===== src/rtl/speaker_ctrl.sv =====
// Stereo square-wave tone generator feeding a left-justified serial DAC (mclk/sck/lrck/sdin).
// Build option: define SPEAKER_VOLUME_EN to take amplitude from the volume port; otherwise it is fixed at 0x2000.
module speaker_ctrl (
    input  logic        clk,
    input  logic        rst_n,
    input  logic [21:0] note_div_left,
    input  logic [21:0] note_div_right,
    input  logic [2:0]  volume,
    output logic        audio_mclk,
    output logic        audio_sck,
    output logic        audio_lrck,
    output logic        audio_sdin
);

    logic [8:0]  fc_q, fc_d;
    logic [21:0] div_l_q, div_l_d;
    logic [21:0] div_r_q, div_r_d;
    logic [21:0] pc_l_q, pc_l_d;
    logic [21:0] pc_r_q, pc_r_d;
    logic [15:0] l_q, l_d;
    logic [15:0] r_q, r_d;
    logic [15:0] amp;
    logic [15:0] samp_l, samp_r;
    logic [15:0] tx_word;

    // A new divider restarts the phase; divs below 4 park the counter at 0.
    function automatic logic [21:0] next_pc(input logic [21:0] div_in,
                                            input logic [21:0] div_reg,
                                            input logic [21:0] pc);
        if ((div_in != div_reg) || (div_reg < 22'd4) || (pc >= div_reg - 22'd1))
            return 22'd0;
        return pc + 22'd1;
    endfunction

    function automatic logic [15:0] tone_sample(input logic [21:0] div_reg,
                                                input logic [21:0] pc,
                                                input logic [15:0] a);
        if (div_reg < 22'd4)
            return 16'h0000;
        if (pc < (div_reg >> 1))
            return a;
        return 16'h0000 - a;
    endfunction

`ifdef SPEAKER_VOLUME_EN
    always_comb begin
        amp = 16'h0000;
        case (volume)
            3'd0: amp = 16'h0000;
            3'd1: amp = 16'h0400;
            3'd2: amp = 16'h0800;
            3'd3: amp = 16'h1000;
            3'd4: amp = 16'h2000;
            3'd5: amp = 16'h3000;
            3'd6: amp = 16'h4000;
            3'd7: amp = 16'h6000;
            default: amp = 16'h0000;
        endcase
    end
`else
    logic unused_volume;
    assign unused_volume = ^volume;
    always_comb begin
        amp = 16'h2000;
    end
`endif

    always_comb begin
        fc_d    = fc_q + 9'd1;
        div_l_d = note_div_left;
        div_r_d = note_div_right;
        pc_l_d  = next_pc(note_div_left, div_l_q, pc_l_q);
        pc_r_d  = next_pc(note_div_right, div_r_q, pc_r_q);
        samp_l  = tone_sample(div_l_q, pc_l_q, amp);
        samp_r  = tone_sample(div_r_q, pc_r_q, amp);
        l_d     = l_q;
        r_d     = r_q;
        // Samples enter the serial words only at the frame boundary.
        if (fc_q == 9'd511) begin
            l_d = samp_l;
            r_d = samp_r;
        end
    end

    always_ff @(posedge clk or negedge rst_n) begin
        if (!rst_n) begin
            fc_q    <= 9'd0;
            div_l_q <= 22'd0;
            div_r_q <= 22'd0;
            pc_l_q  <= 22'd0;
            pc_r_q  <= 22'd0;
            l_q     <= 16'h0000;
            r_q     <= 16'h0000;
        end else begin
            fc_q    <= fc_d;
            div_l_q <= div_l_d;
            div_r_q <= div_r_d;
            pc_l_q  <= pc_l_d;
            pc_r_q  <= pc_r_d;
            l_q     <= l_d;
            r_q     <= r_d;
        end
    end

    assign audio_mclk = fc_q[1];
    assign audio_sck  = fc_q[3];
    assign audio_lrck = fc_q[8];

    // Bit index steps as fc[3:0] wraps, so sdin moves on the falling sck edge.
    always_comb begin
        tx_word    = fc_q[8] ? r_q : l_q;
        audio_sdin = tx_word[4'd15 - fc_q[7:4]];
    end

endmodule


===== config.mk =====
export PLATFORM = sky130hd
export DESIGN_NAME = speaker_ctrl
export DESIGN_NICKNAME = d
export VERILOG_FILES = /design/src/rtl/speaker_ctrl.sv
export SDC_FILE = /design/constraint.sdc
export NUM_CORES = 1
export LEC_CHECK = 0
export BUFFER_PORTS_ARGS = -buffer_cell sky130_fd_sc_hd__buf_2
export CAP_MARGIN = 20
export CORE_ASPECT_RATIO = 0.5
export CORE_UTILIZATION = 63
export CTS_BUF_LIST = sky130_fd_sc_hd__clkbuf_8
export CTS_CLUSTER_DIAMETER = 30
export DETAILED_ROUTE_END_ITERATION = 8
export PLACE_DENSITY_LB_ADDON = 0.12
export RECOVER_POWER = 100
export SYNTH_ARGS = -nofsm -noshare
export SYNTH_HDL_FRONTEND = slang
export SYNTH_SLANG_ARGS = --single-unit

===== constraint.sdc =====
create_clock -name clk -period 4.8 [get_ports clk]
set_input_delay 0.48 -clock clk [delete_from_list [all_inputs] [get_ports clk]]
set_output_delay 0.48 -clock clk [all_outputs]
set_load 0.02 [all_outputs]

==> reports/qor.yml, run 1 <==
setup_slack_ns: 0.922
violations: "capacitance limit, slew limit"
global_route.usage.met1: 0.341
top_usage_layer: "met2"
status: "complete, but fails checks"
cts_resized: 0
slew_headroom: -1.06
startpoint_type: "flop"
clock-root-buffer: "clkbuf_8"
synthTopCellsByArea: "dfrtp_1, ha_1, xnor2_1"
synthDistinctLibCells: 47
final_cell_area_um2: 7330
grt_setup_unrepaired: "false"
synth_top_area_frac: 0.369
synth_top_cells_by_count: "dfrtp_1, ha_1, xnor2_1"
fin_skew_ns: 0.00638
cts.sinks: 101
dieArea_um2: 11300
crit_path_top_delay_cell: "nor4_1"
drt_iter0_drc: 201
setup_viol: 0
areaGrowthSynthToFinish_pct: 7.05
io_buffers: 49
grt_util_met2: 0.483
post_route_cells_drive_above_1_share: 0.0313
antenna_found_initial: 0
critical_path_class: "reg -> reg"
whs_ns: 0.239
cp_common_cell: "nor4_1"
hold_path_depth: 1
die_w_um: 149
cts_buffers: 9
clkTransAtPathRegs_ns: 0.09
ys_ff_latch: 101
tns_ns: 0
place_hpwl_um: 10900
cp_max_fo: 22
synthesis.area_um2: 6850
post_cts_buffers: 0
leakage_nw: 3.33
maxCapViolations: 1
finalCritPeriodShare: 0.808
gp_congestion: 0.868
grt_max_degree: 58
required_ns: 5.06
synth_nets: 849
routed_wire_length_per_instance_um: 15.2
dpl_cell_area_um2: 7250
cts_tree: "built"
grtUsageMet3: 0.0521
yosysMostFrequentCell: "dfrtp_1"
synth_area_per_cell_um2: 9.65
synth_edf_count: 0
fillers: 867
powerDensity_nw_per_um2: 216
cpLargestDelayFamily: "simple AND/OR/NAND/NOR gates"
worst_pin_slew_ns: 3.09
routed-via-count: 5151
synth_top_area_cell: "dfrtp_1"
ir_worst_vdd_mv: 0.157
final_core_utilization: 0.707
post-place-ws_ns: 1.11
seq_area_frac_synth: 0.369
cpPeakStageDelay_ns: 0.81
min_period_ns: 3.88
drcViolationCount: 0
grt_pass1_wl_um: 23900
antenna_cells: 0
track_usage: 0.269
detail-route-antenna-nets: 0
endpoint_kind: "flop"
clk_latency_ns: 0.37
start_util: 0.660
maxSlewViolCount: 58
cts_buffer_depth: 2
vias_per_cell: 5.67
synth-async-reset-ratio: 1.00
finalHoldViolCount: 0
crit_buf_inv: 1
netlist_instances: 710
fmax_mhz: 258
htreeDepth: 3
firstDrtPassIters: 4
synth-main-ff-cell: "dfrtp_1"
ff2ff_path_depth: 11
rows: 26
yosys_warnings: 0
grt_overflow: 0
path_cells: "nor4_1, and3_1, nand3_1, nor4_1, xnor2_1, ha_1, nand4_1, or4_1, o211ai_1, buf_4, nor2_1"
fp.dieH_um: 75.7
core_um2: 10400
nets: 902
cp.arrival_ns: 4.13
hp-class: "in -> reg"
cp.depth: 11
cts_hold_buf: 0
grt_pass1_vias: 5185
routed_wl_um: 13800
pin_count: 53
## registers in the layout, summed over array words and instances, names as in the netlist
name and count:
fc_q 9, div_r_q 22, div_l_q 22, l_q 2, pc_l_q 22, pc_r_q 22
r_q 2
## per-stage QoR
stage	power, mW	instances
global route	1.66	908
finish	1.59	908
floorplan	1.01	710
detailed placement	1.08	892
global placement	1.07	892
CTS	1.61	908
## cell usage in the layout, fill, tap and decap left out, types with 2 or more instances in the layout
cell type  instances
nand3_1           35
o21a_1             2
nor4_1            14
nand2_1           31
and3_1             9
clkinv_2           3
a21oi_1           30
clkbuf_8           9
buf_4              3
nand4_1           29
or4_1              7
o211ai_1           3
o21bai_1           3
a211o_1            3
o21ai_0           14
xor2_1            60
a211oi_1           5
o22ai_1            2
ha_1              90
nor2_1            54
nor4_2             3
and4_1             5
clkbuf_1          49
a21o_1             7
nand4b_1           2
mux2i_1            2
a31oi_1            2
nor3_1            40
inv_1             59
dfrtp_1          101
nand2b_1           3
xnor2_1           69
nor2b_1            2
and2_1             2
## layer usage
metal	vias up	wire, um
met5	-	0
met4	0	176
met3	19	382
met2	68	6660
met1	2456	6620
li1	2608	-
## cell type report
type	instances	area (um^2)	share of cell area
Multi-Input combinational cell	540	4010	0.547
Sequential cell	101	2530	0.345
Inverter	58	218	0.0297
Timing Repair Buffer	53	211	0.0288
Tap cell	140	175	0.0239
Clock buffer	9	124	0.0169
Clock inverter	7	66.3	0.00904
## worst paths after layout
path                                   startpoint           to  slack, ns
worst max-delay path                   div_l_q[3]   pc_l_q[17]       0.92
worst min-delay path            note_div_left[18]  div_l_q[18]       0.24
worst max register to register         div_l_q[3]   pc_l_q[17]       0.92
worst min register to register            fc_q[0]      fc_q[0]       0.47
max in group asynchronous                   rst_n   pc_l_q[17]       1.32
min in group asynchronous                   rst_n    pc_r_q[4]       1.12
## report_power, final
| group | internal [mW] | leakage (nW) | switching, mW |
|---|---|---|---|
| clock network | 0.239 | 0.105 | 0.291 |
| registers | 0.869 | 1.29 | 0.0286 |
| logic | 0.0649 | 1.93 | 0.0932 |
| total | 1.17 | 3.33 | 0.413 |
## cell families (layout without fill, tap and decap cells)
kind of cell	Yosys count	in the layout	synth area share
buffers and inverters	69	127	0.0404
AOI/OAI and AO/OA	78	78	0.0707
and+or+nand+nor	241	241	0.188
muxes	2	2	0.00292
DFF	101	101	0.369
adders and majority gates	90	90	0.164
xor gates and xnor gates	129	129	0.165
(Power assumes the default switching activity.)
==> inputs of run 2 (changes only) <==
Settings changed: ABC_AREA from default to 1, CORE_UTILIZATION 63 to 57.
Clock period 4.8 ns to 3.2 ns, I/O delays scaled along.
==> reports/qor.yml, run 2 <==
final_common_cell: "nand2_1"
status: "complete, but fails checks"
startpoint: "div_r_q[1]"
synthTopCellsByArea: "dfrtp_1, nand2_1, ha_1"
yosysMostFrequentCell: "nand2_1"
switching_share: 0.276
routed_wl_um: 18000
final_cell_mix: "nand2_1, nor2_1, inv_1"
critical_path_class: "reg -> reg"
antenna_cells: 0
pin_count: 53
maxCapViolations: 1
firstDrtPassIters: 5
p_int_mw: 1.87
ys_ff_latch: 101
yosys_warnings: 0
cp_common_cell: "nor2_1"
htreeDepth: 3
clkPwrFrac: 0.362
p_sw_mw: 0.711
grt_overflow: 0
drt_iter0_drc: 418
synth-async-reset-ratio: 1.00
dpl_cell_area_um2: 8230
synth_top_cells_by_count: "nand2_1, nor2_1, inv_1"
cpPeakStageDelay_ns: 0.43
pwr-share-comb: 0.117
r2r-start: "div_r_q[1]"
synth_top_area_frac: 0.326
endpoint_kind: "flop"
grt_pass1_wl_um: 30400
clk_latency_ns: 0.39
post_route_cells_drive_above_1_share: 0.0399
final_cell_area_um2: 8360
cp.arrival_ns: 3.29
synth_edf_count: 0
grt_pass1_vias: 6533
finalCritPeriodShare: 0.925
drcViolationCount: 0
start_util: 0.599
tns_ns: 0
hold_path_startpoint: "note_div_left[4]"
routed-via-count: 6846
reg2reg_setup_slack_ns: 0.24
pwr-share-seq: 0.521
min_to: "div_l_q[4]"
synth_nets: 1223
cts.sinks: 101
cpLargestDelayFamily: "simple AND/OR/NAND/NOR gates"
netlist_instances: 1084
antenna_found_initial: 0
synth_top_area_cell: "dfrtp_1"
hold_path_depth: 1
cts_buffers: 9
fmax_mhz: 338
required_ns: 3.53
worst_pin_slew_ns: 1.87
core_um2: 13000
clkTransAtPathRegs_ns: 0.11
ff2ff_path_depth: 16
die_w_um: 167
crit_path_top_delay_cell: "dfrtp_1"
grt_max_degree: 75
synthDistinctLibCells: 26
leakage_nw: 4.40
dieArea_um2: 14100
track_usage: 0.275
crit_buf_inv: 1
seq_area_frac_synth: 0.326
r2r_end: "pc_r_q[13]"
areaGrowthSynthToFinish_pct: 7.81
violations: "capacitance limit, slew limit"
synth-main-ff-cell: "dfrtp_1"
cts_tree: "built"
detail-route-antenna-nets: 0
place_hpwl_um: 14300
clock-root-buffer: "clkbuf_8"
grt_setup_unrepaired: "false"
vias_per_cell: 5.18
nets: 1286
powerDensity_nw_per_um2: 308
maxSlewViolCount: 75
cts_buffer_depth: 2
path_cells: "nor2_1, nand2_1, nor2_2, nand3_1, nor2_1, nand3_1, xor2_1, ha_1, a21oi_1, nor2_1, nor2_1, nand2_1, nor2_2, nand3_2, clkbuf_4, nor2_1"
synthesis.area_um2: 7750
fp.dieH_um: 84.5
routed_wire_length_per_instance_um: 13.6
fin_skew_ns: 0.0206
slew_headroom: -0.246
min_period_ns: 2.96
startpoint_type: "flop"
hp-class: "in -> reg"
cp_max_fo: 22
io_buffers: 49
setup_viol: 0
ir_worst_vdd_mv: 0.224
finalHoldViolCount: 0
rows: 29
gp_congestion: 0.895
synth_area_per_cell_um2: 7.15
[run 2: cells by family after synthesis]
group                      Yosys count  synth area share
and+or+nand+nor                    599             0.320
buffers and inverters              160            0.0813
DFF                                101             0.326
adders and majority gates           90             0.145
xor gates and xnor gates            79            0.0892
AOI/OAI and AO/OA                   55            0.0378
[run 2: worst max path at each step]
stage                       to  slack [ns]  cells after the start
CTS                 pc_l_q[11]        0.25                     17
finish              pc_r_q[13]        0.24                     16
global placement    pc_l_q[21]        0.34                     16
global route        pc_r_q[14]        0.02                     17
detailed placement  pc_l_q[11]        0.29                     17
floorplan            pc_r_q[9]        0.70                     15
[run 2: area by class of cell]
class                   count  area [um^2]
multi-input cells         823         4570
clock inverters             6         86.3
well taps                 170          213
clock buffers              10          138
flip-flops and latches    101         2530
repair buffers             56          243
inverters                 156          586
fillers                  1188         4590
[run 2: repair_timing]
action / CTS / global route
setup endpoints to repair: 0 / 22
gates resized for setup: 0 / 5
hold buffers: 0 / 0
endpoints found under the hold margin: 0 / 0
setup buffers: 0 / 0
[run 2: power groups by stage]
| stage | clock [mW] | sequential [mW] | combinational, mW |
|---|---|---|---|
| 6_report | 0.933 | 1.34 | 0.302 |
| 2_1_floorplan | 0 | 1.36 | 0.186 |
| 3_3_place_gp | 0 | 1.37 | 0.298 |
| 4_1_cts | 0.957 | 1.34 | 0.311 |
| 5_1_grt | 1.01 | 1.35 | 0.351 |
| 3_5_place_dp | 0 | 1.37 | 0.309 |
[run 2: stage by stage]
step	hold slack, ns	setup slack (ns)	util	instances	power [mW]
finish	0.0564	0.239	0.645	1322	2.58
global route	0.0334	0.0233	0.645	1322	2.71
CTS	0.0378	0.251	0.653	1322	2.61
detailed placement	0.444	0.290	0.636	1306	1.67
global placement	0.435	0.336	0.636	1306	1.66
floorplan	0.0244	0.696	-	1084	1.54
[run 2: metal layers]
metal / vias to the layer above / wire length, um / track usage / part of all wire
met5: - / 0 / 0 / 0
met4: 0 / 270 / 0.0707 / 0.015
met3: 25 / 776 / 0.0533 / 0.043
met2: 142 / 8290 / 0.464 / 0.46
met1: 3167 / 8700 / 0.364 / 0.48
li1: 3512 / - / - / -
==> inputs of run 3 (changes only) <==
Settings changed: CORE_ASPECT_RATIO 0.5 to 2, GPL_ROUTABILITY_DRIVEN from default to 0.
==> reports/qor.yml, run 3 (synthesis results as in run 2) <==
cp_max_fo: 22
required_ns: 3.51
cp.arrival_ns: 3.31
leakage_nw: 4.42
die_w_um: 84.5
grt_pass1_vias: 7006
powerDensity_nw_per_um2: 301
antenna_cells: 0
fin_cells: 1311
drcViolationCount: 2
fmax_mhz: 334
core_um2: 13400
post_cts_buffers: 0
fin_skew_ns: 0.0180
slew_headroom: 0.162
antenna_found_initial: 0
worst_pin_slew_ns: 1.26
maxSlewViolCount: 0
detail-route-antenna-nets: 0
nets: 1290
global_route.usage.met1: 0.254
endpoint_kind: "flop"
min_period_ns: 3.00
tns_ns: 0
grt_pass1_wl_um: 33500
startpoint_type: "flop"
final_common_cell: "nand2_1"
clock-root-buffer: "clkbuf_8"
routed_wire_length_per_instance_um: 15.9
finalHoldViolCount: 0
cts_buffers: 9
areaGrowthSynthToFinish_pct: 7.78
start_util: 0.580
grtUsageMet3: 0.0382
critical_path_class: "reg -> reg"
clk_latency_ns: 0.38
dieArea_um2: 14100
clkTransAtPathRegs_ns: 0.11
final_cell_mix: "nand2_1, nor2_1, inv_1"
grt_max_degree: 50
grt_util_met2: 0.630
drt_iter0_drc: 211
firstDrtPassIters: 7
cts_tree: "built"
routed_wl_um: 20900
grt_overflow: 0
place_hpwl_um: 17300
htreeDepth: 3
grt_setup_unrepaired: "false"
maxCapViolations: 0
place_inst: 1294
cts_buffer_depth: 2
ff2ff_path_depth: 17
setup_viol: 0
top_usage_layer: "met2"
fp.dieH_um: 167
hold_path_depth: 1
rows: 60
status: "complete, but fails checks"
ir_worst_vdd_mv: 0.272
finalCritPeriodShare: 0.937
violations: "DRC"
vias_per_cell: 5.26
post_route_cells_drive_above_1_share: 0.0398
io_buffers: 49
routed-via-count: 6890
cts.sinks: 101
track_usage: 0.316
hp-class: "in -> reg"
pin_count: 53
[run 3: per-stage QoR]
stage               hold slack [ns]  instance area, um^2  utilization  total power, mW  setup slack, ns
floorplan                    0.0244                 7750            -             1.54            0.696
global placement              0.386                 8250        0.617             1.68            0.277
detailed placement            0.388                 8250        0.617             1.69            0.250
CTS                          0.0485                 8460        0.633             2.55            0.213
global route                 0.0620                 8360        0.625             2.63          0.00710
finish                       0.0662                 8360        0.625             2.51            0.203
[run 3: metal layers]
metal  wire, um  vias to the layer above
li1           -                     3499
met1       6470                     3116
met2      11800                      163
met3        468                      112
met4       2160                        0
met5          0                        -
[run 3: cell type report]
class                   count  area [um^2]
clock inverters             6         63.8
well taps                 155          194
repair buffers             60          284
clock buffers              10          138
multi-input cells         823         4560
fillers                  1328         5010
flip-flops and latches    101         2530
inverters                 156          586
[run 3: path summary, 6_finish.rpt]
| check | start | to | slack [ns] |
|---|---|---|---|
| worst min register to register | fc_q[0] | fc_q[0] | 0.46 |
| worst max register to register | div_r_q[1] | pc_r_q[21] | 0.20 |
| min in group asynchronous | rst_n | div_l_q[18] | 0.72 |
| worst min-delay path | note_div_left[18] | div_l_q[18] | 0.07 |
| worst max-delay path | div_r_q[1] | pc_r_q[21] | 0.20 |
| max in group asynchronous | rst_n | pc_l_q[0] | 0.80 |
[run 3: where the power goes]
part / switching (mW) / internal [mW]
combinational: 0.208 / 0.103
clock: 0.474 / 0.382
sequential: 0.0410 / 1.30
total: 0.723 / 1.79
[run 3: critical path, cell delays in order (launching register included)]
cell,delay [ns]
dfrtp_1,0.45
inv_1,0.15
ha_1,0.20
nand2_1,0.09
nor2_1,0.15
inv_1,0.09
nor2_1,0.27
nand3_1,0.17
xor2_1,0.19
ha_1,0.28
nand2_1,0.16
nor2_1,0.07
nor2_1,0.10
nand2_1,0.07
nor2_2,0.13
nand3_2,0.11
buf_12,0.17
nor2_1,0.09
[run 3: timing repair]
action	in CTS	in global routing
resized for setup	0	4
endpoints found under the setup margin	0	22
endpoints found under the hold margin	44	0
hold buffers	1	0
